`config.mk`:
```
export PLATFORM = sky130hd
export DESIGN_NAME = comp_n_seq
export DESIGN_NICKNAME = d
export VERILOG_FILES = /design/src/rtl/comp_n_seq.sv
export SDC_FILE = /design/constraint.sdc
export NUM_CORES = 1
export LEC_CHECK = 0
export BUFFER_PORTS_ARGS = -buffer_cell sky130_fd_sc_hd__buf_2
export CORE_MARGIN = 3
export CORE_UTILIZATION = 52
export DETAILED_ROUTE_END_ITERATION = 16
export HOLD_SLACK_MARGIN = 0.06
export PLACE_DENSITY = 0.74
export SLEW_MARGIN = 20
export SYNTH_ARGS = -nofsm -noshare
export SYNTH_HDL_FRONTEND = slang
export SYNTH_SLANG_ARGS = --single-unit
```
`constraint.sdc`:
```
create_clock -name clk -period 3.8 [get_ports clk]
set_clock_uncertainty 0.2 [all_clocks]
set_input_delay 0 -clock clk [delete_from_list [all_inputs] [get_ports clk]]
set_output_delay 0 -clock clk [all_outputs]
set_load 0.03 [all_outputs]
```
`src/rtl/comp_n_seq.sv`:
```
// rtl/comp_n_seq.sv - serial NPTS-point signed min/max tracker with tagged offsets from the minimum
// Collects points, then walks them through one shared subtractor before presenting the result.
module comp_n_seq #(
   parameter int WIDTH = 32,
   parameter int NPTS  = 3,
   parameter int IDXW  = 3
) (
   input  logic                    clk,
   input  logic                    rst_n,
   input  logic                    type_in,
   input  logic                    in_valid,
   output logic                    in_ready,
   input  logic [WIDTH-1:0]        in_data,
   output logic                    out_valid,
   input  logic                    out_ready,
   output logic [WIDTH-1:0]        minp,
   output logic [WIDTH-1:0]        maxp,
   output logic [IDXW-1:0]         min_idx,
   output logic [IDXW-1:0]         max_idx,
   output logic [NPTS*WIDTH-1:0]   diff_flat
);

   localparam logic [1:0]      ST_COLLECT = 2'd0;
   localparam logic [1:0]      ST_DIFF    = 2'd1;
   localparam logic [1:0]      ST_OUT     = 2'd2;
   localparam logic [IDXW-1:0] LAST_IDX   = IDXW'(NPTS - 1);

   logic [1:0]             r_state;
   logic [IDXW-1:0]        r_count;
   logic [IDXW-1:0]        r_k;
   logic [WIDTH-1:0]       r_pts [NPTS];
   logic                   r_type;
   logic [WIDTH-1:0]       r_minp;
   logic [WIDTH-1:0]       r_maxp;
   logic [IDXW-1:0]        r_min_idx;
   logic [IDXW-1:0]        r_max_idx;
   logic [NPTS*WIDTH-1:0]  r_diff;
   logic                   r_out_valid;

   logic                   w_accept;
   logic [WIDTH-1:0]       w_pk;
   logic [WIDTH-2:0]       w_d;
   logic [WIDTH-1:0]       w_diff_k;

   assign in_ready  = (r_state == ST_COLLECT);
   assign w_accept  = in_valid && (r_state == ST_COLLECT);
   assign out_valid = r_out_valid;
   assign minp      = r_minp;
   assign maxp      = r_maxp;
   assign min_idx   = r_min_idx;
   assign max_idx   = r_max_idx;
   assign diff_flat = r_diff;

   always_comb begin
      w_pk = '0;
      for (int i = 0; i < NPTS; i++) begin
         if (r_k == IDXW'(i)) w_pk = r_pts[i];
      end
   end

   // The MSB of the difference is overwritten by the tag, so only the low bits are subtracted.
   assign w_d      = w_pk[WIDTH-2:0] - r_minp[WIDTH-2:0];
   assign w_diff_k = (r_k == r_min_idx) ? '0 : {r_type, w_d};

   always_ff @(posedge clk or negedge rst_n) begin
      if (!rst_n) begin
         r_state     <= ST_COLLECT;
         r_count     <= '0;
         r_k         <= '0;
         for (int i = 0; i < NPTS; i++) r_pts[i] <= '0;
         r_type      <= 1'b0;
         r_minp      <= '0;
         r_maxp      <= '0;
         r_min_idx   <= '0;
         r_max_idx   <= '0;
         r_diff      <= '0;
         r_out_valid <= 1'b0;
      end else begin
         case (r_state)
            ST_COLLECT: begin
               if (w_accept) begin
                  for (int i = 0; i < NPTS; i++) begin
                     if (r_count == IDXW'(i)) r_pts[i] <= in_data;
                  end
                  if (r_count == '0) begin
                     r_minp    <= in_data;
                     r_maxp    <= in_data;
                     r_min_idx <= '0;
                     r_max_idx <= '0;
                     r_type    <= type_in;
                  end else begin
                     // Strict compares so ties keep the earliest index.
                     if ($signed(in_data) < $signed(r_minp)) begin
                        r_minp    <= in_data;
                        r_min_idx <= r_count;
                     end
                     if ($signed(in_data) > $signed(r_maxp)) begin
                        r_maxp    <= in_data;
                        r_max_idx <= r_count;
                     end
                  end
                  if (r_count == LAST_IDX) begin
                     r_count <= '0;
                     r_k     <= '0;
                     r_state <= ST_DIFF;
                  end else begin
                     r_count <= r_count + IDXW'(1);
                  end
               end
            end
            ST_DIFF: begin
               for (int i = 0; i < NPTS; i++) begin
                  if (r_k == IDXW'(i)) r_diff[i*WIDTH +: WIDTH] <= w_diff_k;
               end
               if (r_k == LAST_IDX) begin
                  r_state     <= ST_OUT;
                  r_out_valid <= 1'b1;
               end else begin
                  r_k <= r_k + IDXW'(1);
               end
            end
            ST_OUT: begin
               if (out_ready) begin
                  r_out_valid <= 1'b0;
                  r_state     <= ST_COLLECT;
               end
            end
            default: r_state <= ST_COLLECT;
         endcase
      end
   end

endmodule

```
======== After elaboration in Yosys (flattened, before gate mapping) ========
Cells that the tools add are included.
word-level totals
  register bits ........................... 269
  input bits .............................. 37
  output and inout bits ................... 168
  word-level logic and storage cells ...... 77
cells by class
  add/subtract/negate cells ............... 3
  $lt $le $gt $ge ......................... 2
  equal/unequal tests ..................... 12
  mux-type cells .......................... 25
  reductions and logical operators ........ 20
operators with widths
  operator             number
  $mux 32              5
  $mux 31              3
  $gt 32x32->1         1
  $lt 32x32->1         1
  $sub 31x31->31       1
  $mux 3               8
  $reduce_and 3->1     6
  $mux 2               4
  $reduce_and 2->1     4
  $reduce_and 4->1     2
  $reduce_bool 2->1    4
  $add 3x1->3 const B  2
  $eq 3x1->1 const B   2
  $eq 3x2->1 const B   2
  $logic_not 3->1      2
  $ne 2x2->1 const B   3
  $pmux 2 s3           1
  $pmux 3 s2           1
  $ne 2x1->1 const B   2
  $eq 3x3->1           1
  $eq 2x1->1 const B   1
  $eq 2x2->1 const B   1
  $logic_not 2->1      1
  $mux 1               2
  2 further kinds      2

======== Longest topological paths before layout ========
Gate-level depths: netlist of the first run.
  word-level depth ........................ 6
  mapped depth ............................ 19
  gate-level depth less buffers ........... 17

======== Worst setup path after synthesis of the first run ========
OpenSTA, ideal clock, no wires.
  kind .................................... register to register
  start ................................... reg r_k[0]
  end ..................................... reg r_diff[30], in the netlist diff_flat[30]
  library setup time ...................... 0.110 ns
  arrival time ............................ 3.833 ns
  data required time ...................... 3.490 ns
  path slack .............................. -0.343 ns
  cell stages (with the launch flop) ...... 19
  buffers on the path ..................... 2
  clock period less this slack ............ 4.143 ns
  cell sequence ........................... dfrtp_1 -> inv_1 -> ha_1 -> nand2b_1 -> clkbuf_1 -> buf_1 -> nand2_1 -> o21ai_0 -> ha_1 -> inv_1 -> fa_1 -> a211oi_2 -> o21ai_2 -> o2111ai_2 -> nand2_2 -> a2111oi_2 -> nor2_1 -> a41o_1 -> o41ai_1
between the ends
  word-level cells in the longest chain between the ends .. 6
  elaborated cells between the ends (all ways) .. 10
  those cells by class .................... add/sub: 1; eq/ne: 3; mux: 4; reduce/logical: 2
RTL lines
  element                        RTL line  source
  start, declared                30        logic [IDXW-1:0] r_k;
  start signal, assigned         119       r_k <= r_k + IDXW'(1);
  $logic_not 3->1                57, 113
  $mux 31 (3 in series)          57        if (r_k == IDXW'(i)) w_pk = r_pts[i];
  $sub 31x31->31                 62        assign w_d = w_pk[WIDTH-2:0] - r_minp[WIDTH-2:0];
  $mux 32                        63        assign w_diff_k = (r_k == r_min_idx) ? '0 : {r_type, w_d};
  end signal, assigned by index  113       if (r_k == IDXW'(i)) r_diff[i*WIDTH +: WIDTH] <= w_diff_k;
  end, declared                  37        logic [NPTS*WIDTH-1:0] r_diff;
Several ways; a longest one is shown, not always the timed one.
A chain may end at the register's enable or synchronous reset.

======== Worst setup path in the final report of the first run ========
  start ................................... reg r_k[0]
  end ..................................... reg r_diff[94], in the netlist diff_flat[94]
between the ends
  word-level cells in the longest chain between the ends .. 6
  elaborated cells between the ends (all ways) .. 10
  those cells by class .................... add/sub: 1; eq/ne: 3; mux: 4; reduce/logical: 2
RTL lines
  element                RTL line
  $logic_not 3->1        57
  $mux 31 (3 in series)  57
  $sub 31x31->31         62
  $mux 32                63
Several ways; a longest one is shown, not always the timed one.

==> results of run 1 <==
==> metrics by stage <==
step	setup TNS (ns)	instances	util (%)
2_1_floorplan	0	1288	-
3_3_place_gp	-0.0119	1853	60.8
3_5_place_dp	-0.586	1853	60.8
4_1_cts	0	1948	66.3
5_1_grt	-1.41	1954	67.2
6_report	-0.138	1954	67.2
==> metal layers <==
| layer | part of all wire [%] | wire [um] | GRT usage, % | up-vias |
|---|---|---|---|---|
| met1 | 45 | 17500 | 37.1 | 5562 |
| met3 | 6.4 | 2460 | 4.41 | 77 |
| li1 | - | - | - | 5232 |
| met5 | 0.018 | 7 | 0 | - |
| met4 | 2.9 | 1120 | 6.93 | 2 |
| met2 | 45 | 17400 | 40.3 | 394 |
==> flip-flops by register name, indices dropped and copies added, names as in the netlist <==
register,cells
out_valid,1
r_state,2
r_k,3
r_type,1
r_pts,93
min_idx,3
diff_flat,96
r_count,3
minp,32
max_idx,3
maxp,32
==> critical path, stage by stage (launching register included) <==
cell,delay [ns]
dfrtp_1,0.40
inv_2,0.07
ha_4,0.16
nor3b_4,0.15
buf_6,0.15
a22oi_2,0.16
nand2_1,0.06
o21ai_1,0.07
ha_2,0.20
inv_2,0.04
fa_2,0.34
a211oi_2,0.21
o21ai_2,0.10
o2111ai_2,0.22
nand2_2,0.11
a2111oi_4,0.48
nor2_2,0.11
a41o_1,0.29
o31ai_1,0.24
==> synth_stat cells (all sizes together) (2+ instances only) <==
library cell / instances
buf: 16
o21ai: 71
mux2: 164
clkbuf: 44
o41ai: 4
o211ai: 6
and3: 4
a21boi: 3
a211oi: 8
ha: 97
nand2b: 5
o31ai: 41
or2: 5
nor2b: 8
a21o: 31
a21oi: 79
nand3: 22
a22o: 15
xnor2: 20
o21a: 4
or3: 5
a31oi: 5
nor3: 6
nand2: 127
dfrtp: 269
and2: 6
o22ai: 3
inv: 77
nand4: 14
a22oi: 31
a2111oi: 2
o21bai: 2
nor3b: 2
a211o: 2
nor2: 64
a221oi: 3
xor2: 10
==> logic make-up (layout without fill, tap and decap cells) <==
family                   count (synthesis)  in the layout  share of synthesized area, %
AO/OA/AOI/OAI                          318            318                          14.7
buffers and inverters                  137            468                          4.01
adder cells (fa/ha/maj)                 98             98                          8.72
XOR/XNOR                                30             30                          1.86
flip-flops                             269            269                          47.6
multiplexers                           165            165                          14.6
AND/OR/NAND/NOR                        271            271                          8.52
==> worst paths after layout <==
kind,start,endpoint,slack [ns],cells after the start
min,in_data[30],maxp[30],0.13,3
max reg2reg,r_k[0],diff_flat[94],-0.06,18
max in group asynchronous,rst_n,r_pts[65],1.92,4
max,r_k[0],diff_flat[94],-0.06,18
min reg2reg,diff_flat[51],diff_flat[51],0.27,2
min in group asynchronous,rst_n,diff_flat[57],0.49,3
==> repair_timing <==
action	CTS	global route
setup buffers	1	5
resized for setup	12	43
endpoints found under the hold margin	367	0
gates cloned	0	1
hold buffers	40	0
pin swaps	1	14
endpoints found under the setup margin	17	48
==> layout make-up <==
cell class | count | area [um^2] | area share [%]
clock buffer | 40 | 827 | 4.66
clock inverter | 14 | 159 | 0.895
inverter | 77 | 289 | 1.63
multi-input combinational | 882 | 7090 | 40.0
sequential | 269 | 6730 | 37.9
tap | 335 | 419 | 2.36
timing repair buffer | 337 | 2240 | 12.6
==> reports/metrics.yaml, run 1 <==
rows: 59
cp.arrival_ns: 4.12
max_slew_margin_pct: 35.4
drive_gt1_share_pct: 35.2
seq_area_frac_synth_pct: 47.6
final_common_cell: "dfrtp_1"
rsz0062_at_grt: "true"
synth_nets: 1423
grt_remaining_overflow: 0
finalSetupViolations: 5
io_pins: 205
grt_pass1_wl_um: 60300
die_x_um: 171
grt_use_total_pct: 25.6
synth_top_cell_by_area: "dfrtp_1"
endpoint_kind: "flop"
drt_wl_total_um: 38500
dp_hpwl_um: 27300
viasPerCell: 5.77
final_cell_mix: "dfrtp_1, buf_2, nand2_1, mux2_2, ha_1"
slew_viol_final: 0
grt_pass1_vias: 11162
cts_sinks: 269
gp_congestion: 0.916
post_drt_wl_per_cell_um: 19.7
synth_warnings: 0
synthCells: 1288
ant_nets: 0
antenna_found_initial: 1
diodes: 0
ys_ff_latch: 269
outcome: "complete, but fails checks"
dieHeight_um: 171
final-hold-violation-count: 0
fmax_mhz: 259
nets: 1731
first_pass_iters: 5
max_cap_violations: 0
path_clk_slew_ns: 0.06
vias: 11267
post-place-ws_ns: -0.107
cts_made_buffers: 29
insertion_delay_ns: 0.55
dpl_cell_area_um2: 16100
grt_max_degree: 130
synth_cell_types: 61
initial_core_util_pct: 53.5
drc_errors: 0
fin_hold_ws_ns: 0.131
synth.top_cell.area_share_pct: 47.6
layout_setup_ws_ns: -0.0628
root_buffer: "clkbuf_16"
hold_path_class: "in -> reg"
synth_flop_cell: "dfrtp_1"
synth_edf_count: 0
final_area_um2: 17800
start_kind: "flop"
min_period_ns: 3.86
path_class: "reg -> reg"
avgSynthCellArea_um2: 11.0
timing.final.crit_share_pct: 102
drtIter0Drc: 852
violations: "negative setup slack"
io_buffer_count: 204
async_flop_share_pct: 100
area.growth.synth_to_final_pct: 25.5
htreeDepth: 1
core-area_um2: 26400
synth_area_leaders: "dfrtp_1, ha_1, mux2_2, mux2_4, nand2_1"
clockBufferDepth: 3
n_fill_cell: 1975
dieArea_um2: 29200
cp_data_required_time_ns: 4.06
cts_tree: "yes"
critPathMaxFanout: 6
syn_area_um2: 14100
worstMarginPinSlew_ns: 0.969
Power of run 1 is left out: the tool's default activity adds up to more than one toggle a clock period on the data nets, which glitch-free logic cannot reach.
==> run 2, diff against run 1 <==
--- a/config.mk
+++ b/config.mk
@@ -10,7 +10,7 @@
 export CORE_UTILIZATION = 52
 export DETAILED_ROUTE_END_ITERATION = 16
 export HOLD_SLACK_MARGIN = 0.06
-export PLACE_DENSITY = 0.74
+export PLACE_DENSITY_LB_ADDON = 0.25
 export SLEW_MARGIN = 20
 export SYNTH_ARGS = -nofsm -noshare
 export SYNTH_HDL_FRONTEND = slang
==> reports/metrics.yaml, run 2 (synthesis results as in run 1) <==
outcome: "finished, final reports clean"
cp.arrival_ns: 4.00  # -0.12 ns
path_clk_slew_ns: 0.06  # about the same
worstMarginPinSlew_ns: 0.946  # -0.0229 ns
cp_data_required_time_ns: 4.01  # -0.05 ns
first_pass_iters: 6  # +1
root_buffer: "clkbuf_16"
path_class: "reg -> reg"
drc_errors: 0  # unchanged
clockBufferDepth: 3  # unchanged
insertion_delay_ns: 0.54  # about the same
startpoint: "r_k[0]"
die_x_um: 171  # unchanged
critPathMaxFanout: 5  # -1
diodes: 0  # unchanged
fmax_mhz: 264  # +1.8%
cts_made_buffers: 28  # -3.4%
final-hold-violation-count: 0  # unchanged
largest_reg_flops: 96  # unchanged
gp_congestion: 0.920  # +0.38%
grt_max_degree: 111  # -15%
finalSetupViolations: 0  # -5
max_slew_margin_pct: 36.7  # +1.3 points
max_cap_violations: 0  # unchanged
grt_pass1_vias: 10988  # -1.6%
viasPerCell: 5.78  # +0.29%
dpl_cell_area_um2: 15900  # -0.93%
grt_remaining_overflow: 0  # unchanged
grt_pass1_wl_um: 59900  # -0.61%
final_area_um2: 17600  # -0.72%
post_drt_wl_per_cell_um: 19.6  # -0.67%
start_kind: "flop"
dp_hpwl_um: 27300  # about the same
area.growth.synth_to_final_pct: 24.6
hold_path_class: "in -> reg"
io_pins: 205  # unchanged
drt_wl_total_um: 37800  # -1.8%
hold_start: "in_data[13]"
cts_sinks: 269  # unchanged
htreeDepth: 1  # unchanged
min_period_ns: 3.79  # -0.0701 ns
endpoint_kind: "flop"
final_cell_mix: "dfrtp_1, buf_2, nand2_1, mux2_2, ha_1"
n_fill_cell: 2054  # +4.0%
drtIter0Drc: 922  # +8.2%
vias: 11173  # -0.83%
final-seq-area_um2: 6730  # unchanged
rows: 59  # unchanged
dpl.cell_count: 1833  # -1.1%
final_common_cell: "dfrtp_1"
utilization_pct: 66.7  # -0.48 points
drive_gt1_share_pct: 34.9  # -0.33 points
ant_nets: 0  # unchanged
core-area_um2: 26400  # unchanged
io_buffer_count: 204  # unchanged
multiInputGateArea_um2: 7180  # +1.2%
cts_tree: "yes"
dieArea_um2: 29200  # unchanged
r2r_start: "r_k[0]"
nets: 1712  # -1.1%
antenna_found_initial: 0  # -1
dieHeight_um: 171  # unchanged
final_cells: 1932  # -1.1%
slew_viol_final: 0  # unchanged
timing.final.crit_share_pct: 99.8  # -1.8 points
rsz0062_at_grt: "true"
grt_use_total_pct: 25.4  # -0.23 points
initial_core_util_pct: 53.5  # unchanged
-- run 2: cell count changes in the layout (fill, tap and decap cells not counted), sizes merged --
| cell | delta |
|---|---|
| clkbuf | -2 |
| inv | -1 |
| nor2b | +1 |
| clkinvlp | +1 |
| clkinv | -3 |
| buf | -18 |
-- run 2: worst paths after layout --
path / end / slack [ns] / cells after the start
min in group asynchronous: diff_flat[6] / 0.45 / 3
setup reg to reg: diff_flat[62] / 0.007 / 16
setup / recovery: diff_flat[62] / 0.007 / 16
hold reg to reg: diff_flat[46] / 0.27 / 2
max in group asynchronous: r_pts[32] / 1.97 / 4
hold / removal: maxp[13] / 0.14 / 3
-- run 2: timing repair --
action | in CTS | in global routing
resized for setup | 22 | 53
hold buffers | 40 | 0
cloned | 2 | 1
pin swaps | 9 | 13
hold endpoints to repair | 439 | 0
buffers inserted | 4 | 3
setup endpoints to repair | 29 | 59
-- run 2: layer usage --
layer | global-route usage, % | up-vias | routed length, um
met5 | 0 | - | 0
met4 | 5.04 | 0 | 732
met3 | 3.19 | 46 | 2170
met2 | 39.9 | 391 | 17000
met1 | 38.4 | 5545 | 17900
li1 | - | 5191 | -
-- run 2: area by class of cell --
cell class,count,area share [%]
Clock buffer,39,4.44
Inverter,77,1.64
Tap cell,335,2.38
Timing Repair Buffer,318,11.8
Clock inverter,11,0.852
Multi-Input combinational cell,883,40.7
Sequential cell,269,38.2
-- run 2: worst max-delay path: stages, from the launching register on --
cell	delay, ns
dfrtp_1	0.39
inv_2	0.08
ha_4	0.17
nor3b_4	0.17
buf_4	0.18
a22oi_2	0.20
a21oi_1	0.11
buf_4	0.15
fa_2	0.38
a211oi_2	0.23
o21ai_2	0.10
o2111ai_2	0.21
nand2_2	0.11
a2111oi_4	0.41
o31ai_2	0.14
a211oi_2	0.33
o41ai_2	0.12
-- run 2: through the flow --
step	setup slack, ns	hold WS, ns	setup TNS, ns
finish	0.00729	0.144	0
floorplan	0.0375	-0.496	0
CTS	0.00145	0.109	0
global route	-0.198	0.156	-2.79
detailed placement	-0.159	-0.0744	-1.11
global placement	0.00413	-0.0781	0
Power of run 2 is left out for the same reason.
==> run 3, diff against run 2 <==
--- a/config.mk
+++ b/config.mk
@@ -6,7 +6,6 @@
 export NUM_CORES = 1
 export LEC_CHECK = 0
 export BUFFER_PORTS_ARGS = -buffer_cell sky130_fd_sc_hd__buf_2
-export CORE_MARGIN = 3
 export CORE_UTILIZATION = 52
 export DETAILED_ROUTE_END_ITERATION = 16
 export HOLD_SLACK_MARGIN = 0.06
==> constraint.sdc (replaced) <==
create_clock -name clk -period 3.8 [get_ports clk]
set_clock_uncertainty 0.2 [all_clocks]
set_input_delay 0 -clock clk [delete_from_list [all_inputs] [get_ports clk]]
set_output_delay 0 -clock clk [all_outputs]
set_load 0.005 [all_outputs]
==> reports/metrics.yaml, run 3 (synthesis results as in run 1) <==
outcome: "complete, but fails checks"
violations: "negative setup slack"
grt_pass1_wl_um: 59700  # -0.32%
drc_errors: 0  # unchanged
hold_path_class: "in -> reg"
ant_nets: 0  # unchanged
dieHeight_um: 167  # -2.3%
p_clk_share_pct: 15.5
io_pins: 205  # unchanged
multiInputGateArea_um2: 7080  # -1.4%
drtIter0Drc: 778  # -16%
first_pass_iters: 5  # -1
critPathMaxFanout: 3  # -2
drt_wl_total_um: 37500  # -0.90%
grt_use_total_pct: 26.8  # +1.4 points
post-place-ws_ns: -0.139  # +0.0198 ns
drive_gt1_share_pct: 34.2  # -0.71 points
finalSetupViolations: 4  # +4
cts_sinks: 269  # unchanged
seqPwrFrac_pct: 26.2
initial_core_util_pct: 52.8  # -0.74 points
slew_viol_final: 0  # unchanged
rows: 60  # +1.7%
combPwrFrac_pct: 58.3
antenna_found_initial: 0  # unchanged
netSwitchingPower_mw: 8.31
swShare_pct: 42.2
endpoint_kind: "flop"
core-area_um2: 26800  # +1.4%
io_buffer_count: 204  # unchanged
die_x_um: 167  # -2.3%
fmax_mhz: 254  # -3.8%
p_int_mw: 11.4
largest_reg_flops: 96  # unchanged
diodes: 0  # unchanged
power_mw: 19.7
max_cap_violations: 0  # unchanged
min_period_ns: 3.94  # +0.149 ns
start_kind: "flop"
final_cell_mix: "dfrtp_1, buf_2, nand2_1, mux2_2, ha_1"
max_slew_margin_pct: 36.6  # -0.079 points
cp_data_required_time_ns: 4.05  # +0.04 ns
final-seq-area_um2: 6730  # unchanged
path_class: "reg -> reg"
gp_congestion: 0.902  # -1.9%
worstMarginPinSlew_ns: 0.947  # +0.00118 ns
layout_setup_ws_ns: -0.142  # -0.149 ns
nets: 1707  # -0.29%
cp.arrival_ns: 4.19  # +0.19 ns
dieArea_um2: 27900  # -4.6%
timing.final.crit_share_pct: 104  # +3.9 points
vias: 11140  # -0.30%
root_buffer: "clkbuf_16"
power_density_nw_per_um2: 1120
area.growth.synth_to_final_pct: 24.4
clockBufferDepth: 3  # unchanged
grt_max_degree: 124  # +12%
cts_tree: "yes"
insertion_delay_ns: 0.56  # +0.02 ns
rsz0062_at_grt: "true"
dp_hpwl_um: 26500  # -2.9%
ir_drop_uv: 526
setup_tns_ns: -0.188  # -0.188 ns
post_drt_wl_per_cell_um: 19.4  # -1.1%
final_common_cell: "dfrtp_1"
path_clk_slew_ns: 0.06  # about the same
viasPerCell: 5.75  # -0.50%
grt_remaining_overflow: 0  # unchanged
cts_made_buffers: 29  # +3.6%
htreeDepth: 1  # unchanged
leakage_nw: 8.89
n_fill_cell: 2099  # +2.2%
final-hold-violation-count: 0  # unchanged
grt_pass1_vias: 10776  # -1.9%
[run 3: cell types whose count changed in the layout (fill, tap and decap cells not counted), sizes merged]
cell      change
buf           -5
bufinv        +2
clkbuf        -2
clkinv        +6
clkinvlp      -1
inv           -1
nor2b         -1
[run 3: cell type report]
| class | count | area share (%) |
|---|---|---|
| clock buffer | 37 | 4.63 |
| clock inverter | 17 | 1.31 |
| inverter | 77 | 1.64 |
| multi-input combinational | 882 | 40.2 |
| sequential | 269 | 38.2 |
| tap | 341 | 2.42 |
| timing repair buffer | 313 | 11.5 |
[run 3: path summary, 6_finish.rpt]
path	startpoint	endpoint	slack, ns	cells after the start
max in group asynchronous	rst_n	diff_flat[11]	1.96	4
min in group asynchronous	rst_n	diff_flat[31]	0.49	3
worst min register to register	diff_flat[51]	diff_flat[51]	0.27	2
worst min-delay path	in_data[19]	maxp[19]	0.13	3
worst max-delay path	r_k[0]	diff_flat[62]	-0.14	17
worst max register to register	r_k[0]	diff_flat[62]	-0.14	17
[run 3: worst max-delay path: stages (launching register included)]
cell and delay [ns]:
dfrtp_1 0.39, inv_2 0.07, ha_4 0.16, nor3b_4 0.15
a22oi_1 0.19, nand2_1 0.07, o21ai_1 0.09, ha_2 0.20
inv_2 0.04, fa_2 0.37, a211oi_2 0.25, o21ai_2 0.11
o2111ai_2 0.28, nand2_2 0.12, a2111oi_4 0.44, nor2_2 0.09
a41o_1 0.31, o41ai_2 0.33
[run 3: power groups by stage]
stage / logic [mW] / registers [mW] / clock network, mW
floorplan: 7.07 / 5.02 / 0
global placement: 10.4 / 5.13 / 0
detailed placement: 10.6 / 5.17 / 0
CTS: 10.8 / 5.13 / 3.09
global route: 12.6 / 5.31 / 3.21
finish: 11.5 / 5.16 / 3.05
[run 3: timing repair]
item | CTS | global route
hold buffers | 40 | 0
hold endpoints to repair | 407 | 0
setup endpoints to repair | 16 | 57
resized for setup | 7 | 41
buffers inserted | 0 | 14
pin swaps | 3 | 19
[run 3: stage by stage]
step	utilization, %	hold WS, ns	area [um^2]	instances
floorplan	-	-0.496	14200	1288
global placement	59.2	-0.0310	15900	1828
detailed placement	59.2	-0.0260	15900	1828
CTS	64.6	0.104	17300	1922
global route	65.7	0.154	17600	1936
finish	65.7	0.134	17600	1936
[run 3: layer usage]
layer,wire (um),vias to the layer above,global-route usage (%)
met1,17900,5492,41.0
met4,993,0,8.41
met5,0,-,0
li1,-,5196,-
met3,2400,59,3.21
met2,16200,393,39.7
(Power assumes the default switching activity.)
